### config.mk
export PLATFORM = sky130hd
export DESIGN_NAME = matmul_seq_ctrl
export DESIGN_NICKNAME = d
export VERILOG_FILES = /design/src/rtl/matmul_pkg.sv /design/src/rtl/mac_pair.sv /design/src/rtl/matmul_seq_ctrl.sv
export SDC_FILE = /design/constraint.sdc
export NUM_CORES = 1
export LEC_CHECK = 0
export ABC_AREA = 0
export CORE_UTILIZATION = 45
export CTS_BUF_LIST = sky130_fd_sc_hd__clkbuf_2
export CTS_CLUSTER_SIZE = 12
export DETAILED_ROUTE_END_ITERATION = 7
export PLACE_DENSITY = 0.7
export RECOVER_POWER = 25
export SYNTH_ARGS = -nofsm -noshare
export SYNTH_HDL_FRONTEND = slang
export SYNTH_SLANG_ARGS = --single-unit
### constraint.sdc
create_clock -name clk -period 9.2 [get_ports clk]
set_clock_uncertainty 0.2 [all_clocks]
set_input_delay 1.84 -clock clk [delete_from_list [all_inputs] [get_ports clk]]
set_output_delay 1.84 -clock clk [all_outputs]
set_load 0.005 [all_outputs]
### src/rtl/matmul_pkg.sv
// Shared parameters and state encoding for the 8x8 signed matrix-multiply sequencer.
package matmul_pkg;

    localparam int unsigned N  = 8;
    localparam int unsigned DW = 8;
    localparam int unsigned AW = 6;
    localparam int unsigned CW = 19;

    // Counter widths: i/j index a row/column, kk indexes a pair of k-terms
    localparam int unsigned IW = $clog2(N);
    localparam int unsigned KW = $clog2(N / 2);

    typedef enum logic [2:0] {
        IDLE  = 3'd0,
        FETCH = 3'd1,
        DRAIN = 3'd2,
        WRITE = 3'd3,
        DONE  = 3'd4
    } state_e;

endpackage

### src/rtl/mac_pair.sv
// Pair multiply-accumulate: two signed DWxDW products summed into a CW accumulator.
// Ports:
//   clk, rst        clock, synchronous active-high reset
//   en_i            accumulate this cycle
//   clr_i           start a new sum (ignore the old accumulator value)
//   a1_i,b1_i       first operand pair, signed
//   a2_i,b2_i       second operand pair, signed
//   acc_o           accumulator value, signed
module mac_pair
    import matmul_pkg::*;
(
    input  logic                 clk,
    input  logic                 rst,
    input  logic                 en_i,
    input  logic                 clr_i,
    input  logic signed [DW-1:0] a1_i,
    input  logic signed [DW-1:0] a2_i,
    input  logic signed [DW-1:0] b1_i,
    input  logic signed [DW-1:0] b2_i,
    output logic signed [CW-1:0] acc_o
);

    logic signed [2*DW-1:0] p1;
    logic signed [2*DW-1:0] p2;
    logic signed [2*DW:0]   sum;
    logic signed [CW-1:0]   acc_q;
    logic signed [CW-1:0]   acc_d;

    // Products and their 17-bit sum, extended explicitly to avoid unsigned promotion
    always_comb begin
        p1    = a1_i * b1_i;
        p2    = a2_i * b2_i;
        sum   = $signed({p1[2*DW-1], p1}) + $signed({p2[2*DW-1], p2});
        acc_d = acc_q;
        if (en_i) begin
            acc_d = (clr_i ? CW'(0) : acc_q) + $signed({{(CW-2*DW-1){sum[2*DW]}}, sum});
        end
    end

    always_ff @(posedge clk) begin
        if (rst) begin
            acc_q <= '0;
        end else begin
            acc_q <= acc_d;
        end
    end

    assign acc_o = acc_q;

endmodule

### src/rtl/matmul_seq_ctrl.sv
// Sequencer for C = A x B (NxN signed): walks i/j/kk, drives A/B read addresses,
// accumulates two k-terms per cycle and writes each C element once.
// Ports:
//   clk, rst                   clock, synchronous active-high reset
//   start                      pulse, sampled only in IDLE
//   busy, done                 in-progress flag, one-cycle completion pulse
//   a_addr1/2, b_addr1/2       A/B read addresses (valid during FETCH)
//   a_rd1/2, b_rd1/2           A/B read data, one cycle after the address
//   c_addr, c_data, c_we       C write port
module matmul_seq_ctrl
    import matmul_pkg::*;
(
    input  logic                 clk,
    input  logic                 rst,
    input  logic                 start,
    output logic                 busy,
    output logic                 done,
    output logic [AW-1:0]        a_addr1,
    output logic [AW-1:0]        a_addr2,
    output logic [AW-1:0]        b_addr1,
    output logic [AW-1:0]        b_addr2,
    input  logic signed [DW-1:0] a_rd1,
    input  logic signed [DW-1:0] a_rd2,
    input  logic signed [DW-1:0] b_rd1,
    input  logic signed [DW-1:0] b_rd2,
    output logic [AW-1:0]        c_addr,
    output logic signed [CW-1:0] c_data,
    output logic                 c_we
);

    state_e        state_q, state_d;
    logic [IW-1:0] i_q, i_d;
    logic [IW-1:0] j_q, j_d;
    logic [KW-1:0] kk_q, kk_d;
    logic          valid_q, first_q;
    logic          busy_q, busy_d;
    logic          done_q, done_d;
    logic          c_we_q, c_we_d;
    logic [AW-1:0] c_addr_q, c_addr_d;
    logic [AW-1:0] a1_q, a1_d, a2_q, a2_d, b1_q, b1_d, b2_q, b2_d;

    // Next state, counters and the registered outputs for the coming cycle
    always_comb begin
        state_d  = state_q;
        i_d      = i_q;
        j_d      = j_q;
        kk_d     = kk_q;
        busy_d   = 1'b0;
        done_d   = 1'b0;
        c_we_d   = 1'b0;
        c_addr_d = '0;
        a1_d     = '0;
        a2_d     = '0;
        b1_d     = '0;
        b2_d     = '0;

        case (state_q)
            IDLE: begin
                if (start) begin
                    state_d = FETCH;
                    i_d     = '0;
                    j_d     = '0;
                    kk_d    = '0;
                end
            end
            FETCH: begin
                if (kk_q == KW'(N / 2 - 1)) begin
                    state_d = DRAIN;
                    kk_d    = '0;
                end else begin
                    kk_d = kk_q + KW'(1);
                end
            end
            DRAIN: state_d = WRITE;
            WRITE: begin
                if (i_q == IW'(N - 1) && j_q == IW'(N - 1)) begin
                    state_d = DONE;
                    i_d     = '0;
                    j_d     = '0;
                end else begin
                    state_d = FETCH;
                    j_d     = j_q + IW'(1);
                    if (j_q == IW'(N - 1)) begin
                        i_d = i_q + IW'(1);
                    end
                end
            end
            DONE:    state_d = IDLE;
            default: state_d = IDLE;
        endcase

        busy_d = (state_d == FETCH) || (state_d == DRAIN) || (state_d == WRITE);
        done_d = (state_d == DONE);

        // Addresses for the upcoming FETCH cycle come from the next counter values
        if (state_d == FETCH) begin
            a1_d = AW'(AW'(i_d) * AW'(N) + AW'(kk_d) * AW'(2));
            a2_d = AW'(a1_d + AW'(1));
            b1_d = AW'(AW'(kk_d) * AW'(2 * N) + AW'(j_d));
            b2_d = AW'(b1_d + AW'(N));
        end

        if (state_d == WRITE) begin
            c_we_d   = 1'b1;
            c_addr_d = AW'(AW'(i_d) * AW'(N) + AW'(j_d));
        end
    end

    always_ff @(posedge clk) begin
        if (rst) begin
            state_q  <= IDLE;
            i_q      <= '0;
            j_q      <= '0;
            kk_q     <= '0;
            valid_q  <= 1'b0;
            first_q  <= 1'b0;
            busy_q   <= 1'b0;
            done_q   <= 1'b0;
            c_we_q   <= 1'b0;
            c_addr_q <= '0;
            a1_q     <= '0;
            a2_q     <= '0;
            b1_q     <= '0;
            b2_q     <= '0;
        end else begin
            state_q  <= state_d;
            i_q      <= i_d;
            j_q      <= j_d;
            kk_q     <= kk_d;
            // RAM data returns one cycle after each FETCH cycle
            valid_q  <= (state_q == FETCH);
            first_q  <= (state_q == FETCH) && (kk_q == '0);
            busy_q   <= busy_d;
            done_q   <= done_d;
            c_we_q   <= c_we_d;
            c_addr_q <= c_addr_d;
            a1_q     <= a1_d;
            a2_q     <= a2_d;
            b1_q     <= b1_d;
            b2_q     <= b2_d;
        end
    end

    mac_pair u_mac (
        .clk   (clk),
        .rst   (rst),
        .en_i  (valid_q),
        .clr_i (first_q),
        .a1_i  (a_rd1),
        .a2_i  (a_rd2),
        .b1_i  (b_rd1),
        .b2_i  (b_rd2),
        .acc_o (c_data)
    );

    assign busy    = busy_q;
    assign done    = done_q;
    assign c_we    = c_we_q;
    assign c_addr  = c_addr_q;
    assign a_addr1 = a1_q;
    assign a_addr2 = a2_q;
    assign b_addr1 = b1_q;
    assign b_addr2 = b2_q;

endmodule

==> impl_metrics.yaml <==
cells_and_area:
  layout_commonest_cell: "inv_1"
  syn2layout_area_growth_pct: 11.9
  nets: 1258
  fillers: 1680
  layout_common_cells: "inv_1 (227), fa_1 (169), ha_1 (87)"
  diodes: 0
  drive_above_1_share_pct: 2.58
synth:
  synth_flop_cell: "dfxtp_1"
  synth_edf_count: 0
  yosysSeqAreaShare_pct: 11.7
  synth_mux_area_share_pct: 1.69
  netlist_instances: 898
  syn_area_um2: 8530
  ys_ff_latch: 50
  ys.warnings.count: 0
  synth_top_family_by_area: "adder cells"
  synthSimpleGateAreaFrac_pct: 15.1
  syn_avg_cell_area_um2: 9.50
  synth_cell_types: 54
  synthArstFlopShare_pct: 0
  yosys.area_share.adder_pct: 52.4
  synth_compound_area_share_pct: 4.56
  synth_xor_area_share_pct: 2.44
setup_path:
  crit_chain: "clkdlybuf4s50_1 -> and2_1 -> inv_1 -> fa_1 -> fa_1 -> inv_1 -> fa_1 -> fa_1 -> fa_1 -> inv_1 -> fa_1 -> inv_1 -> ha_1 -> and4_4 -> a2111oi_0 -> o211ai_1 -> a31o_2 -> xnor2_1 -> o22ai_1"
  criticalPathCategory: "in2reg"
  endpoint_kind: "flop"
  critPathArrivalTime_ns: 7.97
  reg2reg_depth: 18
  rrSetupSlack_ns: 3.17
  start_kind: "primary input"
  crit_end: "u_mac.acc_o[17]"
  crit_start: "b_rd2[0]"
  r2r-start: "first_q"
  reg2reg_to: "u_mac.acc_o[17]"
  cp_max_fo: 8
  critPathMostFrequentCell: "fa_1"
  cpMaxStageDelayCell: "clkdlybuf4s50_1"
  critPathMaxStageDelay_ns: 0.67
  cp.required_ns: 9.30
global_routing:
  grt_max_degree: 40
  grt_overflow: 0
  grt_pass1_wl_um: 30700
  grt_pass1_vias: 6351
  grt_usage_pct: 19.6
  antenna_found_initial: 0
sta:
  fin_setup_tns_ns: 0
  hold_viol: 0
  worstMarginPinSlew_ns: 1.73
  slew_headroom_pct: -15.1
  fin_crit_ns: 7.87
  drv_slew: 40
  period_share_pct: 85.6
  setup_viol: 0
  rsz0062_at_grt: "false"
  clock.fmax_mhz: 127
cts:
  worstSkewPairLatency_ns: 0.43
  postCtsSetupBuffers: 0
  cts_resized: 0
  root_buffer: "clkbuf_2"
  cts_buffer_depth: 2
  cts_tree: "built"
  cts_hold_buf: 0
  cts_buffers: 5
  htreeDepth: 2
  clk_pin_slew_worst_paths_ns: 0.28
  cts_sinks: 50
routing:
  drc: 0
  vias: 5909
  drt_first_iter_violations: 201
  ant_nets: 0
  routedWlPerCell_um: 14.6
  first_pass_iters: 4
  routed_wl_um: 17500
  viasPerCell: 4.94
hold_path:
  hold_path_class: "reg2reg"
  hp-start: "u_mac.acc_o[11]"
place:
  gp_congestion: 0.811
  port_buffers: 84
  hpwl_um: 15200
die:
  pin_count: 87
  std_cell_rows: 49
  initial_core_util_pct: 46.7
  die_w_um: 140
  die_h_um: 140
  core_area_um2: 18300
  die-area_um2: 19500
run_status:
  failed_checks: "max-capacitance violations, max-slew violations"
  status: "finished with violations"
run:
  maxCapViolCount: 1
## registers in the layout, indices dropped and copies added, names as in the netlist
register     cells
valid_q          1
b_addr2          3
first_q          1
c_we             1
u_mac.acc_o     19
state_q          3
busy             1
a_addr2          6
c_addr           6
done             1
j_q              3
i_q              3
kk_q             2
## Yosys cell counts, types with 4 or more instances
| cell type | number | area share, % |
|---|---|---|
| and2_1 | 70 | 5.1 |
| buf_4 | 15 | 1.3 |
| a211oi_1 | 4 | 0.35 |
| mux2i_1 | 11 | 1.3 |
| a21oi_1 | 15 | 0.88 |
| nor3b_1 | 4 | 0.35 |
| nand2_1 | 55 | 2.4 |
| xnor2_1 | 17 | 1.7 |
| nand2b_1 | 14 | 1.0 |
| fa_1 | 169 | 40 |
| nor2_1 | 53 | 2.3 |
| inv_1 | 227 | 10 |
| a21o_1 | 5 | 0.44 |
| nor2b_1 | 25 | 1.8 |
| dfxtp_1 | 50 | 12 |
| o21ai_0 | 7 | 0.41 |
| clkbuf_1 | 6 | 0.26 |
| nor3_1 | 6 | 0.35 |
| ha_1 | 87 | 13 |
| a22oi_1 | 5 | 0.44 |
## through the flow
stage	instance area (um^2)	hold WS (ns)	worst slack [ns]	instances	util [%]
floorplan	8530	0.284	1.98	899	-
finish	9540	0.325	1.33	1197	52.2
CTS	9550	0.329	1.37	1197	52.3
global placement	9500	0.296	1.02	1189	52.0
global route	9540	0.340	1.06	1197	52.2
detailed placement	9500	0.296	0.878	1189	52.0
## per-layer routing
layer / routed length (um) / vias to the layer above / track usage [%] / share of wire [%]
met4: 197 / 0 / 2.78 / 1.1
li1: - / 2808 / - / -
met5: 0 / - / 0 / 0
met1: 7630 / 2987 / 26.0 / 44
met2: 9180 / 100 / 35.6 / 52
met3: 510 / 14 / 1.82 / 2.9
## worst min path at each step
| stage | slack, ns | endpoint | depth (start not counted) |
|---|---|---|---|
| 3_5_place_dp | 0.30 | u_mac.acc_o[11] | 2 |
| 4_1_cts | 0.33 | u_mac.acc_o[7] | 2 |
| 2_1_floorplan | 0.28 | u_mac.acc_o[11] | 2 |
| 6_report | 0.33 | u_mac.acc_o[11] | 2 |
| 5_1_grt | 0.34 | u_mac.acc_o[7] | 2 |
| 3_3_place_gp | 0.30 | u_mac.acc_o[11] | 2 |
## logic make-up after synthesis
logic type	Yosys count
compound gates	58
xor+xnor	22
fa+ha+maj	256
buf+inv	252
flops	50
mux	14
other cells	1
simple gates	245
## layout make-up
class / instances / area [um^2] / area share (%)
clock buffers: 5 / 25.0 / 0.262
clock inverters: 3 / 22.5 / 0.236
inverters: 227 / 852 / 8.93
multi-input cells: 597 / 6500 / 68.2
flip-flops and latches: 50 / 1000 / 10.5
well taps: 229 / 287 / 3.00
repair buffers: 86 / 852 / 8.93
## worst max-delay path: cells and delay by family
kind	cells	cell delay (ns)
AND/OR/NAND/NOR	2	0.65
XOR/XNOR	1	0.13
buffers and inverters	5	1.02
AO/OA/AOI/OAI	4	0.99
adder cells (fa/ha/maj)	7	3.34
Power is left out: the tool's default activity adds up to more than one toggle a clock period on the data nets, which glitch-free logic cannot reach.
